--- src/rtl/serial_add_ctrl_if.sv ---
// ---------------------------------------------------------------------------
// serial_add_ctrl_if
//   Bundles the controller's request/response and datapath-control signals.
//
//   Handshake: a request is accepted on a rising edge where start=1 and
//   ready=1. The result is offered while result_valid=1 and is held stable
//   until the consumer samples result_ack=1 on a rising edge. start is
//   ignored while ready=0; result_ack is ignored while result_valid=0.
//
//   Modports:
//     slave  - the controller (serial_add_ctrl)
//     master - the requester / datapath environment around it
//
//   Signals:
//     start        request one serial addition
//     ready        controller idle, start will be accepted
//     load         parallel-load strobe to both operand PISO registers
//     shift        shift enable to both operand PISO registers
//     carry_clr    clears the external carry flip-flop
//     sum_bit      full-adder sum bit, LSB first, valid while shift=1
//     cout         full-adder carry out, valid while shift=1
//     bit_idx      index of the bit currently being added
//     result       assembled sum, carry in the MSB
//     result_valid result complete and stable
//     result_ack   consumer has taken result
// ---------------------------------------------------------------------------
interface serial_add_ctrl_if #(
    parameter int WIDTH = 4
);
    localparam int IDX_W = $clog2(WIDTH);

    logic             start;
    logic             ready;
    logic             load;
    logic             shift;
    logic             carry_clr;
    logic             sum_bit;
    logic             cout;
    logic [IDX_W-1:0] bit_idx;
    logic [WIDTH:0]   result;
    logic             result_valid;
    logic             result_ack;

    modport slave (
        input  start, sum_bit, cout, result_ack,
        output ready, load, shift, carry_clr, bit_idx, result, result_valid
    );

    modport master (
        output start, sum_bit, cout, result_ack,
        input  ready, load, shift, carry_clr, bit_idx, result, result_valid
    );
endinterface

--- src/rtl/serial_add_ctrl.sv ---
// ---------------------------------------------------------------------------
// serial_add_ctrl
//   Control FSM for a bit-serial adder built from two external PISO operand
//   registers, a full adder and a carry flip-flop. One accepted start runs:
//   one LOAD cycle (load PISOs, clear carry, clear result), WIDTH SHIFT
//   cycles (capture sum_bit LSB first, cout on the last bit), then DONE
//   until result_ack is sampled.
//
//   Ports:
//     clk        rising-edge clock
//     reset      synchronous, active-high reset
//     bus        serial_add_ctrl_if.slave (handshake + datapath control)
//     dbg_state  current FSM state (IDLE=0, LOAD=1, SHIFT=2, DONE=3)
// ---------------------------------------------------------------------------
module serial_add_ctrl #(
    parameter int WIDTH = 4
) (
    input  logic                    clk,
    input  logic                    reset,
    serial_add_ctrl_if.slave        bus,
    output logic [1:0]              dbg_state
);
    localparam int IDX_W = $clog2(WIDTH);
    localparam logic [IDX_W-1:0] LAST_IDX = IDX_W'(WIDTH - 1);

    typedef enum logic [1:0] {
        IDLE  = 2'd0,
        LOAD  = 2'd1,
        SHIFT = 2'd2,
        DONE  = 2'd3
    } state_t;

    state_t           state_q;
    state_t           state_d;
    logic [IDX_W-1:0] bit_idx_q;
    logic [WIDTH:0]   result_q;

    // State register
    always_ff @(posedge clk) begin
        if (reset) begin
            state_q <= IDLE;
        end else begin
            state_q <= state_d;
        end
    end

    // Next state and Moore output decode
    always_comb begin
        state_d          = state_q;
        bus.ready        = 1'b0;
        bus.load         = 1'b0;
        bus.shift        = 1'b0;
        bus.carry_clr    = 1'b0;
        bus.result_valid = 1'b0;
        case (state_q)
            IDLE: begin
                bus.ready = 1'b1;
                if (bus.start) begin
                    state_d = LOAD;
                end
            end
            LOAD: begin
                bus.load      = 1'b1;
                bus.carry_clr = 1'b1;
                state_d       = SHIFT;
            end
            SHIFT: begin
                bus.shift = 1'b1;
                if (bit_idx_q == LAST_IDX) begin
                    state_d = DONE;
                end
            end
            DONE: begin
                bus.result_valid = 1'b1;
                // A start arriving together with the ack is not taken here;
                // it is seen again once the FSM is back in IDLE.
                if (bus.result_ack) begin
                    state_d = IDLE;
                end
            end
            default: begin
                state_d = IDLE;
            end
        endcase
    end

    // Result assembly and bit counter. result is only touched in LOAD
    // (clear) and SHIFT (bit writes), so it holds its last value in IDLE.
    always_ff @(posedge clk) begin
        if (reset) begin
            bit_idx_q <= '0;
            result_q  <= '0;
        end else begin
            case (state_q)
                LOAD: begin
                    bit_idx_q <= '0;
                    result_q  <= '0;
                end
                SHIFT: begin
                    result_q[bit_idx_q] <= bus.sum_bit;
                    if (bit_idx_q == LAST_IDX) begin
                        // Counter parks on the last index; no wrap in SHIFT.
                        result_q[WIDTH] <= bus.cout;
                    end else begin
                        bit_idx_q <= bit_idx_q + IDX_W'(1);
                    end
                end
                default: begin
                end
            endcase
        end
    end

    assign bus.bit_idx = bit_idx_q;
    assign bus.result  = result_q;
    assign dbg_state   = state_q;
endmodule
--- src/flat_wrapper.sv ---
// flat-port wrapper written by rule: the top's interface ports become plain ports
module serial_add_ctrl_flat 
#(
    parameter int WIDTH = 4
)
  (clk, reset, dbg_state, bus_start, bus_sum_bit, bus_cout, bus_result_ack, bus_ready, bus_load, bus_shift, bus_carry_clr, bus_bit_idx, bus_result, bus_result_valid);
  serial_add_ctrl_if #(.WIDTH(WIDTH)) bus_i ();
  input  logic clk;
  input  logic reset;
  output logic [1:0] dbg_state;
  input wire logic [$bits(bus_i.start)-1:0] bus_start;
  input wire logic [$bits(bus_i.sum_bit)-1:0] bus_sum_bit;
  input wire logic [$bits(bus_i.cout)-1:0] bus_cout;
  input wire logic [$bits(bus_i.result_ack)-1:0] bus_result_ack;
  output wire logic [$bits(bus_i.ready)-1:0] bus_ready;
  output wire logic [$bits(bus_i.load)-1:0] bus_load;
  output wire logic [$bits(bus_i.shift)-1:0] bus_shift;
  output wire logic [$bits(bus_i.carry_clr)-1:0] bus_carry_clr;
  output wire logic [$bits(bus_i.bit_idx)-1:0] bus_bit_idx;
  output wire logic [$bits(bus_i.result)-1:0] bus_result;
  output wire logic [$bits(bus_i.result_valid)-1:0] bus_result_valid;
  assign bus_i.start = bus_start;
  assign bus_i.sum_bit = bus_sum_bit;
  assign bus_i.cout = bus_cout;
  assign bus_i.result_ack = bus_result_ack;
  assign bus_ready = bus_i.ready;
  assign bus_load = bus_i.load;
  assign bus_shift = bus_i.shift;
  assign bus_carry_clr = bus_i.carry_clr;
  assign bus_bit_idx = bus_i.bit_idx;
  assign bus_result = bus_i.result;
  assign bus_result_valid = bus_i.result_valid;
  serial_add_ctrl #(.WIDTH(WIDTH)) u_core (.clk(clk), .reset(reset), .bus(bus_i), .dbg_state(dbg_state));
endmodule
--- config.mk ---
export PLATFORM = sky130hd
export DESIGN_NAME = serial_add_ctrl_flat
export DESIGN_NICKNAME = d
export VERILOG_FILES = /design/src/rtl/serial_add_ctrl_if.sv /design/src/rtl/serial_add_ctrl.sv /design/src/flat_wrapper.sv
export SDC_FILE = /design/constraint.sdc
export NUM_CORES = 1
export LEC_CHECK = 0
export CAP_MARGIN = 25
export CORE_MARGIN = 2
export CORE_UTILIZATION = 42
export DETAILED_ROUTE_END_ITERATION = 12
export GPL_ROUTABILITY_DRIVEN = 0
export GPL_TIMING_DRIVEN = 0
export PLACE_DENSITY_LB_ADDON = 0.2
export SLEW_MARGIN = 20
export SYNTH_ARGS = -nofsm -noshare
export SYNTH_HDL_FRONTEND = slang
export SYNTH_SLANG_ARGS = --single-unit
--- constraint.sdc ---
create_clock -name clk -period 1.7 [get_ports clk]
set_input_delay 0.425 -clock clk [delete_from_list [all_inputs] [get_ports clk]]
set_output_delay 0.425 -clock clk [all_outputs]
set_load 0.05 [all_outputs]
==> run summary <==
Overflow after GRT: 0
Critical path arrival: 1220 ps
Layout cells sized above 1: 20.2%
Initial antenna violation count: 0
Peak supply drop: 818 uV
Synth warn: 0
Final hold vios: 0
Antenna diodes: 0
IO Count: 20
R2R setup slack: 350 ps
Clock insertion delay at the later pin of the skew report: 270 ps
Synth-to-layout area growth: 36.9%
Ranking of synthesized cells by area: dfxtp_1, ha_1, a21oi_1
CP Capture Type: primary output
Pleak: 0.000336 uW
Skew final: 5.27 ps
Post-route insts no fill: 98
RSZ-0062 raised after global routing: no
CTS Buf Count: 3
Pre-CTS setup slack: -212 ps
Post-Syn Area: 546 um2
Die Wd: 40.0 um
Flops & latches, synth: 9
Synth top area share: 33.0%
Setup-failing EPs final: 0
Crit path kind: reg -> out
Crit start category: register
Syn nets: 77
H-tree levels: 1
Crit. Startpoint: u_core.dbg_state[0]
Via count: 471
Placed Cells: 94
# Post-CTS Setup Buffers: 0
Run status: finished, final reports clean
Routed wire length: 1070 um
Cells after synthesis: 62
CTS tree: done
Fmax: 607 MHz
R2R depth: 5
Syn avg cell area: 8.80 um2
CTS max path bufs: 2
Core Area: 0.00116 mm2
Worst slew pin tran: 494 ps
Hold Crit Start: u_core.bus.result[1]
Post-DP HPWL: 801 um
Residual DRC: 0
R2r startpoint: u_core.dbg_state[0]
Number of nets in the layout: 100
Fin area: 747 um2
Port Buffers: 18
Sequential element share of the synthesized area: 33.0%
Worst reg2reg path endpoint: u_core.bus.result[3]
Routed wire length per instance: 10.9 um
Die height: 40.0 um
Critical Path RT: 1270 ps
Relative slew slack: 67.2%
Router iterations before antenna repair: 2
Max FO, Critical Path: 6
Min Clock Period, post-route: 1650 ps
Largest net degree at the start of global routing: 11
Final WS setup: 53.6 ps
Pins Over Slew Limit: 0
Initial Util: 47.2%
Synth area leader: dfxtp_1
Vias/cell: 4.81
CTS root buf: clkbuf_4
Area post-placement: 751 um2
Max-cap viol count: 0
Fin crit share: 96.8%
First-pass GRT wire length: 1830 um
Yosys cell types: 17
Hold Path End: u_core.bus.result[1]
Detail Route Antenna Nets: 0
Total track usage: 18.2%
Rows: 12
Vias in the first global route: 431
Power density over the cells: 1700 mW/mm2
Iter 0 DRT Violations: 6
CTS Sinks: 9
Type of the tightest min-delay check: reg -> reg
Clk slew on worst S/H paths: 60 ps
Die area: 0.00160 mm2
WHS Path Cells: 2
where the power goes:
part | switching, uW | leakage, uW | internal, uW
logic | 546 | 0.000247 | 253
clock network | 80.2 | 0.0000150 | 90.8
registers | 45.4 | 0.0000737 | 254
total | 672 | 0.000336 | 598
flip-flops by register name, summed over array words and instances, names as in the netlist:
register            cells
u_core.bus.bit_idx      2
u_core.bus.result       5
u_core.dbg_state        2
through the flow:
step / total power (uW) / utilization (%) / TNS, ps / hold WS (ps)
2_1_floorplan: 950 / - / 0 / 587
6_report: 1270 / 64.6 / 0 / 476
3_3_place_gp: 1180 / 64.9 / -645 / 460
5_1_grt: 1350 / 64.6 / 0 / 514
3_5_place_dp: 1180 / 64.9 / -711 / 468
4_1_cts: 1290 / 65.4 / 0 / 478
cell type report:
cell class,count,area [um2]
Inverter,5,18.8
Multi-Input combinational cell,45,329
Tap cell,14,17.5
Buffer,3,22.5
Fill cell,108,409
Sequential cell,9,183
Clock buffer,4,26.3
Timing Repair Buffer,18,150
layer usage:
metal	track usage [%]	vias to the layer above	routed length, um
met3	10.0	4	83
met2	26.2	14	421
li1	-	250	-
met1	21.1	203	539
met5	0	-	0
met4	10.3	0	25
cells in the mapped netlist, drive strengths merged:
master  n
inv     5
dfxtp   9
nor2    2
nor2b   5
ha      9
nand3   7
o21a    1
and2    1
buf     3
mux2i   1
o21ai   7
nor3b   1
a21oi   8
nand2b  3
what timing repair did:
| action | 4_1_cts | 5_1_grt |
|---|---|---|
| endpoints found under the setup margin | 14 | 3 |
| hold buffers | 0 | 0 |
| gates resized for setup | 27 | 5 |
kinds of logic (layout without fill, tap and decap cells):
kind of cell / Yosys count / after routing / share of synthesized area (%)
simple gates: 19 / 19 / 21.8
compound gates: 16 / 16 / 15.1
fa+ha+maj: 9 / 9 / 20.6
flops: 9 / 9 / 33.0
buf+inv: 8 / 30 / 7.57
mux: 1 / 1 / 1.83
critical path, cell delays in order, from the launching register on:
cell and delay (ps):
dfxtp_2 340, inv_1 80, ha_2 240, buf_2 280
worst max-delay path by stage:
stage | to | depth (start not counted)
after floorplan | u_core.dbg_state[1] | 5
after global placement | bus_load | 4
after detailed placement | bus_load | 4
after CTS | bus_carry_clr | 3
after global routing | bus_shift | 3
final | bus_shift | 3
layout by cell type, fill, tap and decap left out:
cell type,n
a21oi_1,8
mux2i_1,1
dlygate4sd2_1,7
clkbuf_2,1
nor2b_4,1
buf_4,2
o21a_1,1
nor3b_2,1
nand2b_1,3
ha_1,7
inv_1,5
clkdlybuf4s15_1,1
o21ai_0,7
nand3_1,7
buf_1,1
dfxtp_2,2
nor2b_1,4
dfxtp_1,7
buf_2,3
clkbuf_1,1
clkbuf_4,3
ha_2,2
clkdlybuf4s50_1,4
clkdlybuf4s15_2,1
nor2_1,2
buf_6,1
and2_1,1
Note: power is estimated with default switching activity, not from simulation.
